[config.mk]
export PLATFORM = sky130hd
export DESIGN_NAME = mem_access_unit
export DESIGN_NICKNAME = d
export VERILOG_FILES = /design/src/rtl/mem_access_unit.sv
export SDC_FILE = /design/constraint.sdc
export NUM_CORES = 1
export LEC_CHECK = 0
export BUFFER_PORTS_ARGS = -buffer_cell sky130_fd_sc_hd__buf_2
export CAP_MARGIN = 5
export CORE_AREA = 4 4 115 117
export CTS_BUF_LIST = sky130_fd_sc_hd__clkbuf_4 sky130_fd_sc_hd__clkbuf_8 sky130_fd_sc_hd__clkbuf_16
export DETAILED_ROUTE_END_ITERATION = 10
export DIE_AREA = 0 0 119 121
export PLACE_DENSITY = 0.76
export SYNTH_ARGS = -nofsm -noshare
export SYNTH_HDL_FRONTEND = slang
export SYNTH_SLANG_ARGS = --single-unit
[constraint.sdc]
create_clock -name clk -period 4.3 [get_ports clk]
set_clock_uncertainty 0.2 [all_clocks]
set_input_delay 0.43 -clock clk [delete_from_list [all_inputs] [get_ports clk]]
set_output_delay 0.43 -clock clk [all_outputs]
set_load 0.1 [all_outputs]
[src/rtl/mem_access_unit.sv]
// MEM-stage load/store engine: RV32I requests to word-aligned memory
// transactions with byte lanes, load formatting, stall and timeout.
module mem_access_unit #(
  parameter int TIMEOUT_CYCLES = 255,
  parameter int TO_W = 8
) (
  input  logic        clk,
  input  logic        reset,
  input  logic        mem_read,
  input  logic        mem_write,
  input  logic [2:0]  funct3,
  input  logic [31:0] alu_result,
  input  logic [31:0] rs2_data,
  output logic        dmem_req,
  output logic        dmem_we,
  output logic [31:0] dmem_addr,
  output logic [3:0]  dmem_be,
  output logic [31:0] dmem_wdata,
  input  logic [31:0] dmem_rdata,
  input  logic        dmem_ack,
  output logic [31:0] D_out,
  output logic        busywait,
  output logic        misaligned,
  output logic        bus_error
);

  typedef enum logic [1:0] {
    IDLE,
    ACCESS,
    DONE
  } state_t;

  localparam logic [TO_W:0] TO_LIM =
    (TO_W+1)'(TIMEOUT_CYCLES);

  state_t state, state_nx;

  logic [29:0]     addr_q;
  logic [1:0]      k_q;
  logic            we_q;
  logic [2:0]      f3_q;
  logic [3:0]      be_q;
  logic [31:0]     wd_q;
  logic [TO_W-1:0] cnt;
  logic [TO_W:0]   cnt_inc;

  logic [1:0]  k;
  logic        any, mis, req;
  logic        acc, timeout;
  logic [3:0]  be_nx;
  logic [31:0] wd_nx;
  logic [7:0]  byte_v;
  logic [15:0] half_v;
  logic [31:0] ld_fmt;

  assign k       = alu_result[1:0];
  assign any     = mem_read | mem_write;
  assign req     = any & ~mis;
  assign acc     = (state == ACCESS);
  assign cnt_inc = {1'b0, cnt} + 1'b1;

  always_comb begin
    mis = 1'b0;
    unique case (1'b1)
      funct3[1:0] == 2'b01: mis = k[0];
      funct3[1:0] == 2'b10: mis = |k;
      default:              mis = 1'b0;
    endcase
  end

  assign misaligned = (state == IDLE) & any & mis;

  // Loads read the whole word; only stores narrow the lanes.
  always_comb begin
    be_nx = 4'b1111;
    wd_nx = 32'h0;
    if (mem_write) begin
      unique case (1'b1)
        funct3 == 3'b000: begin
          be_nx = 4'b0001 << k;
          wd_nx = {4{rs2_data[7:0]}};
        end
        funct3 == 3'b001: begin
          be_nx = 4'b0011 << k;
          wd_nx = {2{rs2_data[15:0]}};
        end
        default: wd_nx = rs2_data;
      endcase
    end
  end

  assign byte_v = dmem_rdata[8*k_q +: 8];
  assign half_v = k_q[1] ? dmem_rdata[31:16]
                         : dmem_rdata[15:0];

  always_comb begin
    ld_fmt = dmem_rdata;
    case (f3_q)
      3'b000:  ld_fmt = {{24{byte_v[7]}}, byte_v};
      3'b100:  ld_fmt = {24'h0, byte_v};
      3'b001:  ld_fmt = {{16{half_v[15]}}, half_v};
      3'b101:  ld_fmt = {16'h0, half_v};
      default: ld_fmt = dmem_rdata;
    endcase
  end

  always_comb begin
    state_nx = state;
    busywait = 1'b0;
    timeout  = 1'b0;
    unique case (state)
      IDLE: begin
        busywait = req & ~reset;
        if (req) state_nx = ACCESS;
      end
      ACCESS: begin
        busywait = 1'b1;
        if (dmem_ack) begin
          state_nx = DONE;
        end else if (TIMEOUT_CYCLES != 0 &&
                     cnt_inc == TO_LIM) begin
          timeout  = 1'b1;
          state_nx = DONE;
        end
      end
      DONE:    state_nx = IDLE;
      default: state_nx = IDLE;
    endcase
  end

  always_ff @(posedge clk or posedge reset) begin
    if (reset) begin
      state     <= IDLE;
      addr_q    <= '0;
      k_q       <= '0;
      we_q      <= 1'b0;
      f3_q      <= '0;
      be_q      <= '0;
      wd_q      <= '0;
      cnt       <= '0;
      D_out     <= '0;
      bus_error <= 1'b0;
    end else begin
      state     <= state_nx;
      bus_error <= timeout;
      if (state == IDLE && req) begin
        addr_q <= alu_result[31:2];
        k_q    <= k;
        we_q   <= mem_write;
        f3_q   <= funct3;
        be_q   <= be_nx;
        wd_q   <= wd_nx;
        cnt    <= '0;
      end else if (acc && !dmem_ack) begin
        cnt <= cnt_inc[TO_W-1:0];
      end
      if (acc && !we_q) begin
        if (dmem_ack)     D_out <= ld_fmt;
        else if (timeout) D_out <= '0;
      end
    end
  end

  assign dmem_req   = acc;
  assign dmem_we    = acc & we_q;
  assign dmem_addr  = acc ? {addr_q, 2'b00} : 32'h0;
  assign dmem_be    = acc ? be_q : 4'h0;
  assign dmem_wdata = acc ? wd_q : 32'h0;

endmodule

== Yosys cells after proc, flatten, opt, wreduce, memory -nomap -nowiden ==
Cells that the tools add are included.

* Reductions and logical operators: 13
* Add/subtract/negate cells: 1
* Bitwise gates (word level): 8
* Multiplexer cells: 22
* Equal/unequal tests: 10
* Shift operators: 3

{| class="wikitable"
|+ Operators with widths
! operator !! number
|-
| 2-to-1 mux 32 bit || 5
|-
| one-hot mux 32 bit (4 select lines) || 1
|-
| one-hot mux 32 bit (2 select lines) || 1
|-
| variable part select 32 x 6 -> 8 bit || 1
|-
| 2-to-1 mux 16 bit || 1
|-
| 2-to-1 mux 8 bit || 2
|-
| adder 8 x 1 -> 9 bit, second input constant || 1
|-
| == test 9 x 8 -> 1 bit, second input constant || 1
|-
| 2-to-1 mux 4 bit || 2
|-
| one-hot mux 4 bit (2 select lines) || 1
|-
| == test 3 x 1 -> 1 bit, second input constant || 2
|-
| == test 3 bit, second input constant || 2
|-
| zero test 3 bit || 2
|-
| 2-to-1 mux 2 bit || 3
|-
| bitwise AND 1 bit || 5
|-
| == test 2 x 1 -> 1 bit, second input constant || 2
|-
| one-hot mux 1 bit (2 select lines) || 2
|-
| one-hot mux 2 bit (2 select lines) || 1
|-
| AND reduction 2 bit || 2
|-
| nonzero test 2 bit || 2
|-
| << shifter 1 x 2 -> 4 bit, first input constant || 1
|-
| << shifter 2 x 2 -> 4 bit, first input constant || 1
|-
| logical AND 1 bit || 3
|-
| 2-to-1 mux 1 bit || 3
|-
| 8 further kinds || 10
|}

* Flip-flop bits (word level): 115
* Logic and storage cells: 67
* Output and inout bits: 105
* Input bits: 104

== Longest topological paths before layout ==
* Depth in word-level cells: 7
* Depth in mapped cells: 10
* Depth with buffers taken out: 7

== Worst setup path after synthesis ==
OpenSTA, ideal clock, no wires.

* Path type: input to output
* Start point: input port funct3[0]
* End point: output port misaligned
* Required time: 3.670 ns
* Stages on the path: 4
* Setup slack: -0.383 ns
* Data arrival time: 4.053 ns
* Buffers on the path: 0
* Cells stage by stage: inv_1 ha_1 a21boi_1 nor4b_1

* Word-level cells in the longest chain between the ends: 3
* Elaborated cells between the ends (all ways): 4
* Classes of those cells: eq/ne: 2; mux: 1; bitwise: 1

{| class="wikitable"
|+ RTL lines
! element !! line !! text
|-
| start, declared || 11 || <nowiki>input logic [2:0] funct3,</nowiki>
|-
| == test 2 bit / == test 2 x 1 -> 1 bit (equally long branches) || 66, 65 ||
|-
| one-hot mux 1 bit (2 select lines) * || 64 || <nowiki>unique case (1'b1)</nowiki>
|-
| bitwise AND 1 bit * || 71 || <nowiki>assign misaligned = (state == IDLE) & any & mis;</nowiki>
|-
| end, declared || 23 || <nowiki>output logic misaligned,</nowiki>
|}

Mark *: on every way between the ends. The rest lies on a longest branch, timed or not.

== Final worst setup path ==
* Start point: input port funct3[1]
* End point: output port busywait

* Word-level cells in the longest chain between the ends: 6
* Elaborated cells between the ends (all ways): 7
* Classes of those cells: eq/ne: 2; mux: 2; bitwise: 3

{| class="wikitable"
|+ RTL lines
! element !! line !! text
|-
| == test 2 bit / == test 2 x 1 -> 1 bit (equally long branches) || 66, 65 ||
|-
| one-hot mux 1 bit (2 select lines) * || 64 ||
|-
| NOT 1 bit * || 58 || <nowiki>assign req = any & ~mis;</nowiki>
|-
| bitwise AND 1 bit * || 58 ||
|-
| bitwise AND 1 bit * || 113 || <nowiki>busywait = req & ~reset;</nowiki>
|-
| one-hot mux 1 bit (2 select lines) * || 111 || <nowiki>unique case (state)</nowiki>
|-
| end, declared || 22 || <nowiki>output logic busywait,</nowiki>
|}

Marks and branches as above.

==> impl_metrics.sql <==
INSERT INTO impl_metrics (metric_group, metric, value, unit) VALUES
('synth', 'synth_top_area_cell', 'sky130_fd_sc_hd__dfrtp_1', ''),
('finish', 'multi_input_logic_area', '2830', 'µm²'),
('synth', 'synth_seq_area_share', '0.483', ''),
('clock_network', 'tritoncts_clock_tree', 'built', ''),
('die', 'initial_core_util', '0.482', ''),
('synth', 'yosys_warnings', '0', ''),
('synth', 'synth_enable_flop_cells', '0', ''),
('synth', 'syn-mean-instance-area', '8.93', 'µm²'),
('timing', 'post-route-period-util', '0.718', ''),
('timing', 'setup_slack', '1.21', 'ns'),
('setup_path', 'critical_path.max_fanout', '12', ''),
('setup_path', 'cp_cell_sequence', 'buf_2 > inv_1 > ha_1 > o21ai_1 > a21boi_1 > or4_2 > o21ai_1 > buf_2', ''),
('job', 'drv.max_cap_violation_count', '0', ''),
('detailed_routing', 'routed_wire_length_per_instance', '15.6', 'µm'),
('setup_path', 'crit_path_end_kind', 'output port', ''),
('die', 'coreArea', '12400', 'µm²'),
('synth', 'synth.mux.area_fraction', '0.0177', ''),
('synth', 'ys_ff_latch', '115', ''),
('finish', 'final_net_count', '974', ''),
('synth', 'ys_async_sr_fraction', '1.00', ''),
('hold_path', 'hold_class', 'primary input to flip-flop', ''),
('finish', 'antenna-diode-count', '0', ''),
('clock_network', 'clock-root-buffer', 'sky130_fd_sc_hd__clkbuf_16', ''),
('detailed_routing', 'final_antenna_net_count', '0', ''),
('detailed_routing', 'avgViaCountPerCell', '5.18', ''),
('finish', 'fillers', '1093', ''),
('grt', 'grt_pass1_vias', '5191', ''),
('synth', 'number_of_standard_cells_after_synthesis', '667', ''),
('setup_path', 'cpMaxStageDelayCell', 'sky130_fd_sc_hd__or4_2', ''),
('synth', 'synth_simple_gate_area_frac', '0.268', ''),
('timing', 'slew_violations', '0', ''),
('die', 'core.rowCount', '41', ''),
('grt', 'grt_first_pass_wirelength', '26100', 'µm'),
('detailed_routing', 'detail_route.iter0.violations', '481', ''),
('synth', 'dominant_combinational_cell_family_by_area_after_synthesis', 'simple AND/OR/NAND/NOR gates', ''),
('clock_network', 'clock_sinks', '115', ''),
('setup_path', 'critical_path_class', 'primary input to output port', ''),
('detailed_routing', 'route.final.wire_length', '16400', 'µm'),
('clock_network', 'num_cts_buffers', '17', ''),
('synth', 'main_area_contributors_after_synthesis', 'sky130_fd_sc_hd__dfrtp_1 (48%), sky130_fd_sc_hd__nand2_1 (10%), sky130_fd_sc_hd__and2_1 (7.2%)', ''),
('timing', 'max-slew-margin-rel', '0.371', ''),
('synth', 'synth_compound_area_frac', '0.166', ''),
('timing', 'slew_of_the_pin_with_the_lowest_slew_margin', '0.940', 'ns'),
('place', 'pre_cts_slack', '1.21', 'ns'),
('finish', 'final_layout_size_suffix_gt1_frac', '0.294', ''),
('synth', 'syn-cell-area', '5950', 'µm²'),
('timing', 'shortest_clock_period_the_worst_path_allows_after_layout', '3.09', 'ns'),
('setup_path', 'critPathLaunchType', 'primary input', ''),
('setup_path', 'critPathArrivalTime', '2.46', 'ns'),
('grt', 'overflow', '0', ''),
('setup_path', 'required', '3.67', 'ns'),
('synth', 'postSynth.topFlopCell', 'sky130_fd_sc_hd__dfrtp_1', ''),
('clock_network', 'cts_setup_buffers', '0', ''),
('timing', 'report.final.hold_viol_count', '0', ''),
('run_status', 'run_status', 'completed', ''),
('synth', 'post_synth_fa_ha_maj_area_fraction', '0.0105', ''),
('timing', 'grt_setup_unrepaired', 'no', ''),
('die', 'chipWidth', '119', 'µm'),
('timing', 'timing.final.setup_violations', '0', ''),
('detailed_routing', 'drtPass1Iterations', '4', ''),
('place', 'gpl.final_weighted_congestion', '0.830', ''),
('clock_network', 'cts_max_level', '4', ''),
('finish', 'layout.area.seq', '2880', 'µm²'),
('detailed_routing', 'vias', '5429', ''),
('place', 'port-buffer-count', '206', ''),
('clock_network', 'clkTransAtPathRegs', '0.05', 'ns'),
('synth', 'post-synth-top-area-fraction', '0.483', ''),
('clock_network', 'cts.repair.resized', '0', ''),
('timing', 'achievable_freq', '324', 'MHz'),
('finish', 'area.growth.synth_to_final', '31.1', '%'),
('synth', 'synth_xor_area_frac', '0.0103', '');
## what timing repair did
action / in CTS / in global routing
hold buffers: 12 / 0
hold endpoints to repair: 64 / 0
endpoints found under the setup margin: 0 / 0
## cell families (layout without fill, tap and decap cells)
kind of cell | count (synthesis) | in the layout
buf+inv | 61 | 270
mux | 9 | 9
flops | 115 | 115
simple gates | 331 | 331
compound gates | 138 | 138
xor+xnor | 7 | 7
other cells | 1 | 2
fa+ha+maj | 5 | 5
## stage by stage
step | std cells | utilization | area (µm²)
6_report | 1049 | 0.632 | 7810
5_1_grt | 1049 | 0.632 | 7810
4_1_cts | 1049 | 0.632 | 7810
3_5_place_dp | 1006 | 0.572 | 7070
3_3_place_gp | 1006 | 0.572 | 7070
2_1_floorplan | 668 | - | 5960
## per-layer routing
metal  global-route usage  wire [µm]  vias to the layer above  part of all wire
met3               0.0648       1280                       23             0.078
met4               0.0811        320                        0             0.020
li1                     -          -                     2665                 -
met5                    0          0                        -                 0
met2                0.357       7600                      223              0.46
met1                0.304       7190                     2518              0.44
## cells in the mapped netlist (all sizes together), types with 2 or more instances
master     n
nand2    160
dfrtp    115
and2      69
o21ai     47
clkbuf    36
a22o      34
nor2      27
nand2b    24
nand3     18
buf       13
nor2b     12
a221oi    11
inv       11
o22ai     11
a21oi      8
a2bb2oi    6
mux2i      6
ha         5
xor2       5
a31oi      3
nand3b     3
nand4      3
nor3       3
nor3b      3
o211ai     3
o221ai     3
o2bb2ai    3
a2111oi    2
a21boi     2
mux2       2
nor4       2
nor4b      2
xnor2      2
## state kept, by name, summed over array words and instances (netlist names)
register / count
D_out: 32
addr_q: 30
be_q: 4
bus_error: 1
cnt: 8
f3_q: 3
k_q: 2
state: 2
wd_q: 32
we_q: 1
## layout make-up
cell class / instances / share of cell area
Tap cell: 172 / 0.0276
Timing Repair Buffer: 227 / 0.156
Clock inverter: 11 / 0.0205
Inverter: 12 / 0.00609
Clock buffer: 20 / 0.0582
Sequential cell: 115 / 0.369
Multi-Input combinational cell: 492 / 0.363
## critical path: cells and delay by family
family / cells / cell delay [ns]
AOI/OAI and AO/OA: 3 / 0.41
adders and majority gates: 1 / 0.32
buffers and inverters: 3 / 0.65
and+or+nand+nor: 1 / 0.64
## placed cells by master, fill, tap and decap left out, types with 6 or more instances in the layout
cell type / count
sky130_fd_sc_hd__a21oi_1: 8
sky130_fd_sc_hd__a221oi_1: 11
sky130_fd_sc_hd__a22o_1: 34
sky130_fd_sc_hd__a2bb2oi_1: 6
sky130_fd_sc_hd__and2_1: 69
sky130_fd_sc_hd__buf_2: 206
sky130_fd_sc_hd__buf_4: 9
sky130_fd_sc_hd__clkbuf_16: 17
sky130_fd_sc_hd__dfrtp_1: 115
sky130_fd_sc_hd__dlygate4sd3_1: 12
sky130_fd_sc_hd__inv_1: 10
sky130_fd_sc_hd__mux2i_1: 6
sky130_fd_sc_hd__nand2_1: 160
sky130_fd_sc_hd__nand2b_1: 24
sky130_fd_sc_hd__nand3_1: 18
sky130_fd_sc_hd__nor2_1: 26
sky130_fd_sc_hd__nor2b_1: 12
sky130_fd_sc_hd__o21ai_0: 42
sky130_fd_sc_hd__o22ai_1: 11
## worst paths after layout
check | cells past startpoint | slack, ns | startpoint | endpoint
max | 8 | 1.21 | funct3[1] | busywait
min | 3 | 0.02 | alu_result[28] | addr_q[26]$_DFFE_PP0P_
max reg2reg | 7 | 1.76 | cnt[0]$_DFFE_PP0P_ | D_out[9]$_DFFE_PP0P_
min reg2reg | 2 | 0.26 | wd_q[3]$_DFFE_PP0P_ | wd_q[3]$_DFFE_PP0P_
max in group asynchronous | 4 | 2.53 | reset | D_out[18]$_DFFE_PP0P_
min in group asynchronous | 3 | 0.50 | reset | be_q[1]$_DFFE_PP0P_
Power is not shown: default switching activity piles up to over one toggle a cycle in this logic, so the estimate is an artifact.
